==> config.mk <==
export PLATFORM = sky130hd
export DESIGN_NAME = ram40_stream_fifo
export DESIGN_NICKNAME = d
export VERILOG_FILES = /design/src/rtl/ram40_stream_fifo.sv
export SDC_FILE = /design/constraint.sdc
export NUM_CORES = 1
export LEC_CHECK = 0
export ABC_AREA = 0
export CAP_MARGIN = 5
export CORE_ASPECT_RATIO = 1.2
export CORE_MARGIN = 1.5
export CORE_UTILIZATION = 55
export DETAILED_ROUTE_END_ITERATION = 6
export DONT_BUFFER_PORTS = 1
export PLACE_DENSITY_LB_ADDON = 0.12
export SLEW_MARGIN = 0
export SYNTH_ARGS = -nofsm -noshare
export SYNTH_HDL_FRONTEND = slang
export SYNTH_SLANG_ARGS = --single-unit
==> constraint.sdc <==
create_clock -name CLK -period 5.01 [get_ports CLK]
set_input_delay 0.501 -clock CLK [delete_from_list [all_inputs] [get_ports CLK]]
set_output_delay 0.501 -clock CLK [all_outputs]
set_load 0.01 [all_outputs]
==> src/rtl/ram40_stream_fifo.sv <==
// First-word-fall-through stream FIFO controller around one external SB_RAM40_4K (256 x 16).
// A 2-entry output buffer absorbs the RAM's one-cycle read latency so OUT_VALID can stream every cycle.
module ram40_stream_fifo #(
  parameter int unsigned ALMOST_FULL_LVL = 240
) (
  input  logic        CLK,
  input  logic        RESETN,
  input  logic [15:0] IN_DATA,
  input  logic        IN_VALID,
  output logic        IN_READY,
  output logic [15:0] OUT_DATA,
  output logic        OUT_VALID,
  input  logic        OUT_READY,
  output logic [8:0]  LEVEL,
  output logic        ALMOST_FULL,
  output logic [10:0] RAM_WADDR,
  output logic [15:0] RAM_WDATA,
  output logic [15:0] RAM_MASK,
  output logic        RAM_WE,
  output logic        RAM_WCLKE,
  output logic [10:0] RAM_RADDR,
  output logic        RAM_RE,
  output logic        RAM_RCLKE,
  input  logic [15:0] RAM_RDATA
);

  localparam logic [8:0] AF_LVL  = 9'(ALMOST_FULL_LVL);
  localparam logic [8:0] RAM_CAP = 9'd256;

  logic [7:0]  wptr_q, wptr_d;
  logic [7:0]  rptr_q, rptr_d;
  logic [8:0]  ram_cnt_q, ram_cnt_d;
  logic        inflight_q, inflight_d;
  logic [1:0]  out_cnt_q, out_cnt_d;
  logic [15:0] obuf0_q, obuf0_d;
  logic [15:0] obuf1_q, obuf1_d;
  logic [8:0]  level_q, level_d;
  logic        af_q, af_d;

  logic        push;
  logic        pop;
  logic        rd_issue;
  logic [2:0]  ob_occ_next;
  logic [1:0]  cnt_after_pop;

  assign IN_READY  = RESETN && (ram_cnt_q != RAM_CAP);
  assign OUT_VALID = (out_cnt_q != 2'd0);
  assign push      = IN_VALID && IN_READY;
  assign pop       = OUT_VALID && OUT_READY;

  // Buffer occupancy once this cycle's pop and the pending read return have settled.
  assign ob_occ_next = {1'b0, out_cnt_q} + {2'b00, inflight_q} - {2'b00, pop};
  assign rd_issue    = RESETN && (ram_cnt_q != 9'd0) && (ob_occ_next < 3'd2);

  assign cnt_after_pop = out_cnt_q - {1'b0, pop};

  always_comb begin
    wptr_d     = wptr_q;
    rptr_d     = rptr_q;
    obuf0_d    = obuf0_q;
    obuf1_d    = obuf1_q;
    inflight_d = rd_issue;

    if (push) begin
      wptr_d = wptr_q + 8'd1;
    end
    if (rd_issue) begin
      rptr_d = rptr_q + 8'd1;
    end

    // Pop shifts the head out first, then the returning RAM word lands in the first free slot.
    if (pop) begin
      obuf0_d = obuf1_q;
    end
    if (inflight_q) begin
      if (cnt_after_pop == 2'd0) begin
        obuf0_d = RAM_RDATA;
      end else begin
        obuf1_d = RAM_RDATA;
      end
    end

    ram_cnt_d = ram_cnt_q + {8'd0, push} - {8'd0, rd_issue};
    out_cnt_d = out_cnt_q + {1'b0, inflight_q} - {1'b0, pop};
    level_d   = ram_cnt_d + {8'd0, inflight_d} + {7'd0, out_cnt_d};
    af_d      = (level_d >= AF_LVL);
  end

  always_ff @(posedge CLK or negedge RESETN) begin
    if (!RESETN) begin
      wptr_q     <= 8'd0;
      rptr_q     <= 8'd0;
      ram_cnt_q  <= 9'd0;
      inflight_q <= 1'b0;
      out_cnt_q  <= 2'd0;
      obuf0_q    <= 16'd0;
      obuf1_q    <= 16'd0;
      level_q    <= 9'd0;
      af_q       <= 1'b0;
    end else begin
      wptr_q     <= wptr_d;
      rptr_q     <= rptr_d;
      ram_cnt_q  <= ram_cnt_d;
      inflight_q <= inflight_d;
      out_cnt_q  <= out_cnt_d;
      obuf0_q    <= obuf0_d;
      obuf1_q    <= obuf1_d;
      level_q    <= level_d;
      af_q       <= af_d;
    end
  end

  assign OUT_DATA    = obuf0_q;
  assign LEVEL       = level_q;
  assign ALMOST_FULL = af_q;

  assign RAM_WADDR = {3'b000, wptr_q};
  assign RAM_WDATA = IN_DATA;
  assign RAM_MASK  = 16'h0000;
  assign RAM_WE    = push;
  assign RAM_WCLKE = push;
  assign RAM_RADDR = {3'b000, rptr_q};
  assign RAM_RE    = rd_issue;
  assign RAM_RCLKE = rd_issue;

endmodule

### After elaboration in Yosys (flattened, before gate mapping)

Cells that the tools add are included.

| word-level totals | value |
|---|---|
| register bits | 70 |
| input bits | 36 |
| word-level logic and storage cells | 36 |
| output and inout port bits | 86 |

| operators by class | value |
|---|---|
| muxes and demuxes | 3 |
| $add $sub $neg | 11 |
| $lt $le $gt $ge | 2 |
| equality and inequality tests | 1 |
| bitwise gates (word level) | 1 |
| reductions and logical operators | 9 |

Operators with widths:

| operator | count |
|---|---|
| $mux 16 | 3 |
| $add 9x1->9 | 2 |
| $add 8x1->8 const B | 2 |
| $add 9x2->9 | 1 |
| $ge 9x8->1 const B | 1 |
| $ne 9x9->1 const B | 1 |
| $reduce_bool 9->1 | 1 |
| $sub 9x1->9 | 1 |
| $logic_and 1x1->1 | 5 |
| $sub 2x1->2 | 2 |
| $add 2x1->3 | 1 |
| $lt 3x2->1 const B | 1 |
| $sub 3x1->3 | 1 |
| $add 2x1->2 | 1 |
| $logic_not 2->1 | 1 |
| $reduce_and 2->1 | 1 |
| $reduce_bool 2->1 | 1 |
| $not 1->1 | 1 |

### Logic depth before layout (Yosys ltp)

| depth | value |
|---|---|
| word-level depth | 9 |
| mapped depth | 20 |
| gate-level depth less buffers | 19 |

### Least setup slack after synthesis

No wires, ideal clock.

| path | value |
|---|---|
| path type | input to register |
| start | input OUT_READY |
| end | register af_q, in the netlist ALMOST_FULL |
| slack | -0.170 ns |
| library setup time | 0.137 ns |
| data arrival time | 5.043 ns |
| required time | 4.873 ns |
| path buffers | 2 |
| cell stages on the path | 20 |
| path through | o21ai_0 > buf_2 > buf_1 > or2_2 > inv_1 > fa_1 > xnor2_1 > nand3_1 > a21oi_1 > ha_1 > inv_1 > ha_1 > fa_1 > ha_1 > a21oi_1 > nor3b_1 > mux2_2 > and4b_2 > a211oi_1 > o31ai_1 |

| on the way | value |
|---|---|
| cells in the longest elaborated chain, start to end | 8 |
| elaborated cells on any way between the ends | 9 |
| those cells by class | add/sub: 5; order compare: 2; reduce/logical: 2 |

RTL lines:

| item | line | source |
|---|---|---|
| start: declaration | 13 | `input logic OUT_READY,` |
| $logic_and 1x1->1 | 49 | `assign pop = OUT_VALID && OUT_READY;` |
| $sub 3x1->3 | 52 | `assign ob_occ_next = {1'b0, out_cnt_q} + {2'b00, inflight_q} - {2'b00, pop};` |
| $lt 3x2->1 | 53 | `assign rd_issue = RESETN && (ram_cnt_q != 9'd0) && (ob_occ_next < 3'd2);` |
| $logic_and 1x1->1 | 53 |  |
| net RAM_RCLKE | 23 | `output logic RAM_RCLKE,` |
| $sub 9x1->9 | 83 | `ram_cnt_d = ram_cnt_q + {8'd0, push} - {8'd0, rd_issue};` |
| net ram_cnt_d[1] | 32 | `logic [8:0] ram_cnt_q, ram_cnt_d;` |
| $add 9x1->9 | 85 | `level_d = ram_cnt_d + {8'd0, inflight_d} + {7'd0, out_cnt_d};` |
| $add 9x2->9 | 85 |  |
| $ge 9x8->1 | 86 | `af_d = (level_d >= AF_LVL);` |
| net af_d | 38 | `logic af_q, af_d;` |
| end signal: assignment | 99 | `af_q <= 1'b0;` |
| end signal: assignment | 109 | `af_q <= af_d;` |
| end: declaration | 38 |  |

The timed path passes the listed nets, and every way through them passes these cells.
A chain may end at the register's enable or synchronous reset.

### Worst setup path in the final report

| path | value |
|---|---|
| start | register out_cnt_q[1] |
| end | register af_q, in the netlist ALMOST_FULL |

| on the way | value |
|---|---|
| cells in the longest elaborated chain, start to end | 9 |
| elaborated cells on any way between the ends | 12 |
| those cells by class | add/sub: 7; order compare: 2; reduce/logical: 3 |

RTL lines:

| item | line | source |
|---|---|---|
| start: declaration | 34 | `logic [1:0] out_cnt_q, out_cnt_d;` |
| start signal: assignment | 105 | `out_cnt_q <= out_cnt_d;` |
| parallel branches: the longest is 2 deep, another holds $add 2x1->3 | -- |  |
| $sub 3x1->3 * | 52 |  |
| $lt 3x2->1 * | 53 |  |
| $logic_and 1x1->1 * | 53 |  |
| $sub 9x1->9 * | 83 |  |
| net ram_cnt_d[1] | 32 |  |
| $add 9x1->9 * | 85 |  |
| $add 9x2->9 * | 85 |  |
| $ge 9x8->1 * | 86 |  |
| net af_d | 38 |  |

Mark *: on every way through the listed nets, which the timed path passes.

==> results.json <==
{
  "post-route-drc-count": 0,
  "antenna_found_initial": 0,
  "max_stage_delay_ps": 490,
  "netlist_instances": 334,
  "yosys_warnings": 0,
  "min_period_ps": 4360,
  "post_drt_via_cell_ratio": 5.23,
  "gp_congestion": 0.737,
  "syn_avg_cell_area_sq_um": 11.2,
  "seqCellArea_sq_um": 1750,
  "multi_input_area_sq_um": 1670,
  "r2r-start": "out_cnt_q[1]",
  "dp_hpwl_mm": 4.55,
  "skew_ps": 8.23,
  "num_vias": 2160,
  "worstPathRequired_ps": 5220,
  "diodes": 0,
  "rrSetupSlack_ps": 650,
  "grt_pass1_vias": 2159,
  "drtIter0Drc": 82,
  "min_period_over_period_pct": 87.1,
  "grt_usage_pct": 18.6,
  "final_hold_viol_count": 0,
  "cts_tree": "built",
  "finalNetCount": 380,
  "io_buffers": 0,
  "area_growth_pct": 3.20,
  "grt_first_pass_wirelength_mm": 10.4,
  "synth_seq_cells": 70,
  "coreArea_sq_um": 6530,
  "cp_slowest_cell": "fa_1",
  "cts.sinks": 70,
  "irDropWorstVdd_mv": 0.592,
  "die_w_microns": 78.4,
  "leakagePower_nw": 1.85,
  "power_density_nw_per_um2": 853,
  "rows": 32,
  "ys_async_sr_fraction_pct": 100,
  "reg2reg_to": "ALMOST_FULL",
  "drv_cap": 0,
  "postCtsSetupBuffers": 0,
  "critical_path_arrival_ps": 4570,
  "preCtsSetupSlack_ps": 626,
  "endpoint_kind": "flop",
  "final.setup.tns_ps": 0,
  "cts_resized": 0,
  "final_cell_mix": "dfrtp_1, nor2_1, a21oi_1",
  "cts_buffers": 9,
  "wl_per_cell_microns": 15.6,
  "fill_cells": 546,
  "overflow": 0,
  "relSlewSlack_pct": 34.2,
  "crit_chain": "o21ai_2, buf_4, or2_2, inv_1, fa_1, xnor2_1, nand3_1, a21oi_2, ha_1, inv_1, ha_1, fa_1, ha_1, a21oi_1, nor3_1, mux2_2, and4b_2, a211oi_1, o31ai_1",
  "outcome": "finished, final reports clean",
  "clock_latency_ps": 340,
  "cts_max_path_buffers": 2,
  "rr_worst_depth": 19,
  "die_area_sq_um": 7330,
  "htreeDepth": 3,
  "slew_viol_final": 0,
  "synth.distinct_cells": 51,
  "synth_ff_type": "dfrtp_1",
  "start_util_pct": 57.5,
  "netlist_area_sq_um": 3750,
  "worst_pin_slew_ps": 985,
  "root_buffer": "clkbuf_8",
  "mostFrequentLayoutCell": "dfrtp_1",
  "clk_pin_slew_ps": 80,
  "crit_top_cell": "ha_1",
  "crit_path_end": "ALMOST_FULL",
  "critPathLaunch": "out_cnt_q[1]",
  "rsz0062_at_grt": "no",
  "wl_mm": 6.44,
  "worstSetupPathType": "reg -> reg",
  "ant_nets": 0,
  "critPathLaunchType": "flop",
  "fmax_ghz": 0.229,
  "fin_ws_ps": 648,
  "ys_seq_area_share_pct": 46.7,
  "fp.dieH_microns": 93.5,
  "grt_max_degree": 71,
  "cp_max_fo": 17,
  "synth_edf_count": 0,
  "hp-class": "in -> async",
  "io_pins": 122,
  "drt_pass1_iterations": 4,
  "drive_gt1_share_pct": 15.9,
  "setup_violations": 0
}
repair_timing:
| item | in CTS | in global routing |
|---|---|---|
| endpoints found under the setup margin | 0 | 0 |
| hold endpoints to repair | 70 | 0 |
| hold buffers | 1 | 0 |
sequential cells by signal, summed over array words and instances (netlist names):
name	cells
obuf1_q	16
LEVEL	9
rptr_q	8
wptr_q	8
OUT_DATA	16
ALMOST_FULL	1
inflight_q	1
out_cnt_q	2
ram_cnt_q	9
cells in the mapped netlist (all sizes together), types with 7 or more instances:
library cell | count | area (sq um)
ha | 17 | 213
xor2 | 10 | 87.6
nand2 | 7 | 26.3
dfrtp | 70 | 1750
nor2 | 25 | 93.8
a21oi | 24 | 120
mux2 | 19 | 214
buf | 46 | 333
xnor2 | 18 | 165
nand3 | 8 | 40.0
inv | 21 | 78.8
mux2i | 17 | 170
cell type report:
cell class | count | share of cell area, %
clock buffer | 10 | 3.30
clock inverter | 6 | 2.23
inverter | 21 | 2.04
multi-input combinational | 217 | 43.1
sequential | 70 | 45.2
tap | 85 | 2.75
timing repair buffer | 4 | 1.29
cell families after synthesis:
kind of cell,after synthesis,share of synthesized area (%)
mux,36,10.2
compound gates,44,7.54
flops,70,46.7
simple gates,66,9.81
xor+xnor,28,6.74
buf+inv,68,11.1
fa+ha+maj,21,7.81
other cells,1,0.100
stage by stage:
stage	hold slack [ps]	instances	utilization (%)	cell area (sq um)	power, W
floorplan	205	355	-	3830	0.00254
finish	29.5	413	59.3	3870	0.00330
CTS	39.7	413	59.3	3870	0.00334
detailed placement	207	396	55.6	3630	0.00282
global placement	207	396	55.6	3630	0.00279
global route	46.5	413	59.3	3870	0.00359
how the worst min path moves through the flow:
| stage | startpoint | end | slack (ps) | cells past startpoint |
|---|---|---|---|---|
| finish | RESETN | OUT_DATA[0] | 30 | 1 |
| global route | RESETN | OUT_DATA[0] | 50 | 1 |
| CTS | RESETN | OUT_DATA[1] | 40 | 1 |
| detailed placement | RESETN | OUT_DATA[1] | 210 | 0 |
| global placement | RESETN | obuf1_q[4] | 210 | 0 |
| floorplan | RESETN | ALMOST_FULL | 210 | 0 |
critical path: cells and delay by family, from the launching register on:
family,cells,cell delay [ps]
flip-flops,1,450
adder cells (fa/ha/maj),5,1650
AND/OR/NAND/NOR,4,560
AO/OA/AOI/OAI,5,740
multiplexers,1,260
XOR/XNOR,1,150
buffers and inverters,3,420
power breakdown:
group	leakage (nW)	total (W)	internal, W	switching (W)
registers	0.844	0.00113	0.000869	0.000266
logic	0.895	0.00168	0.000767	0.000908
clock network	0.106	0.000492	0.000280	0.000212
layer usage:
metal  share of wire (%)  track usage [%]  wire length, microns  vias to the layer above
met4                 1.5             8.48                    99                        0
met3                 5.9             5.17                   377                        8
met1                  41             21.0                  2620                     1036
met5                   0                0                     0                        -
li1                    -                -                     -                     1057
met2                  52             32.5                  3340                       59
Power figures use the tool's default switching activity.
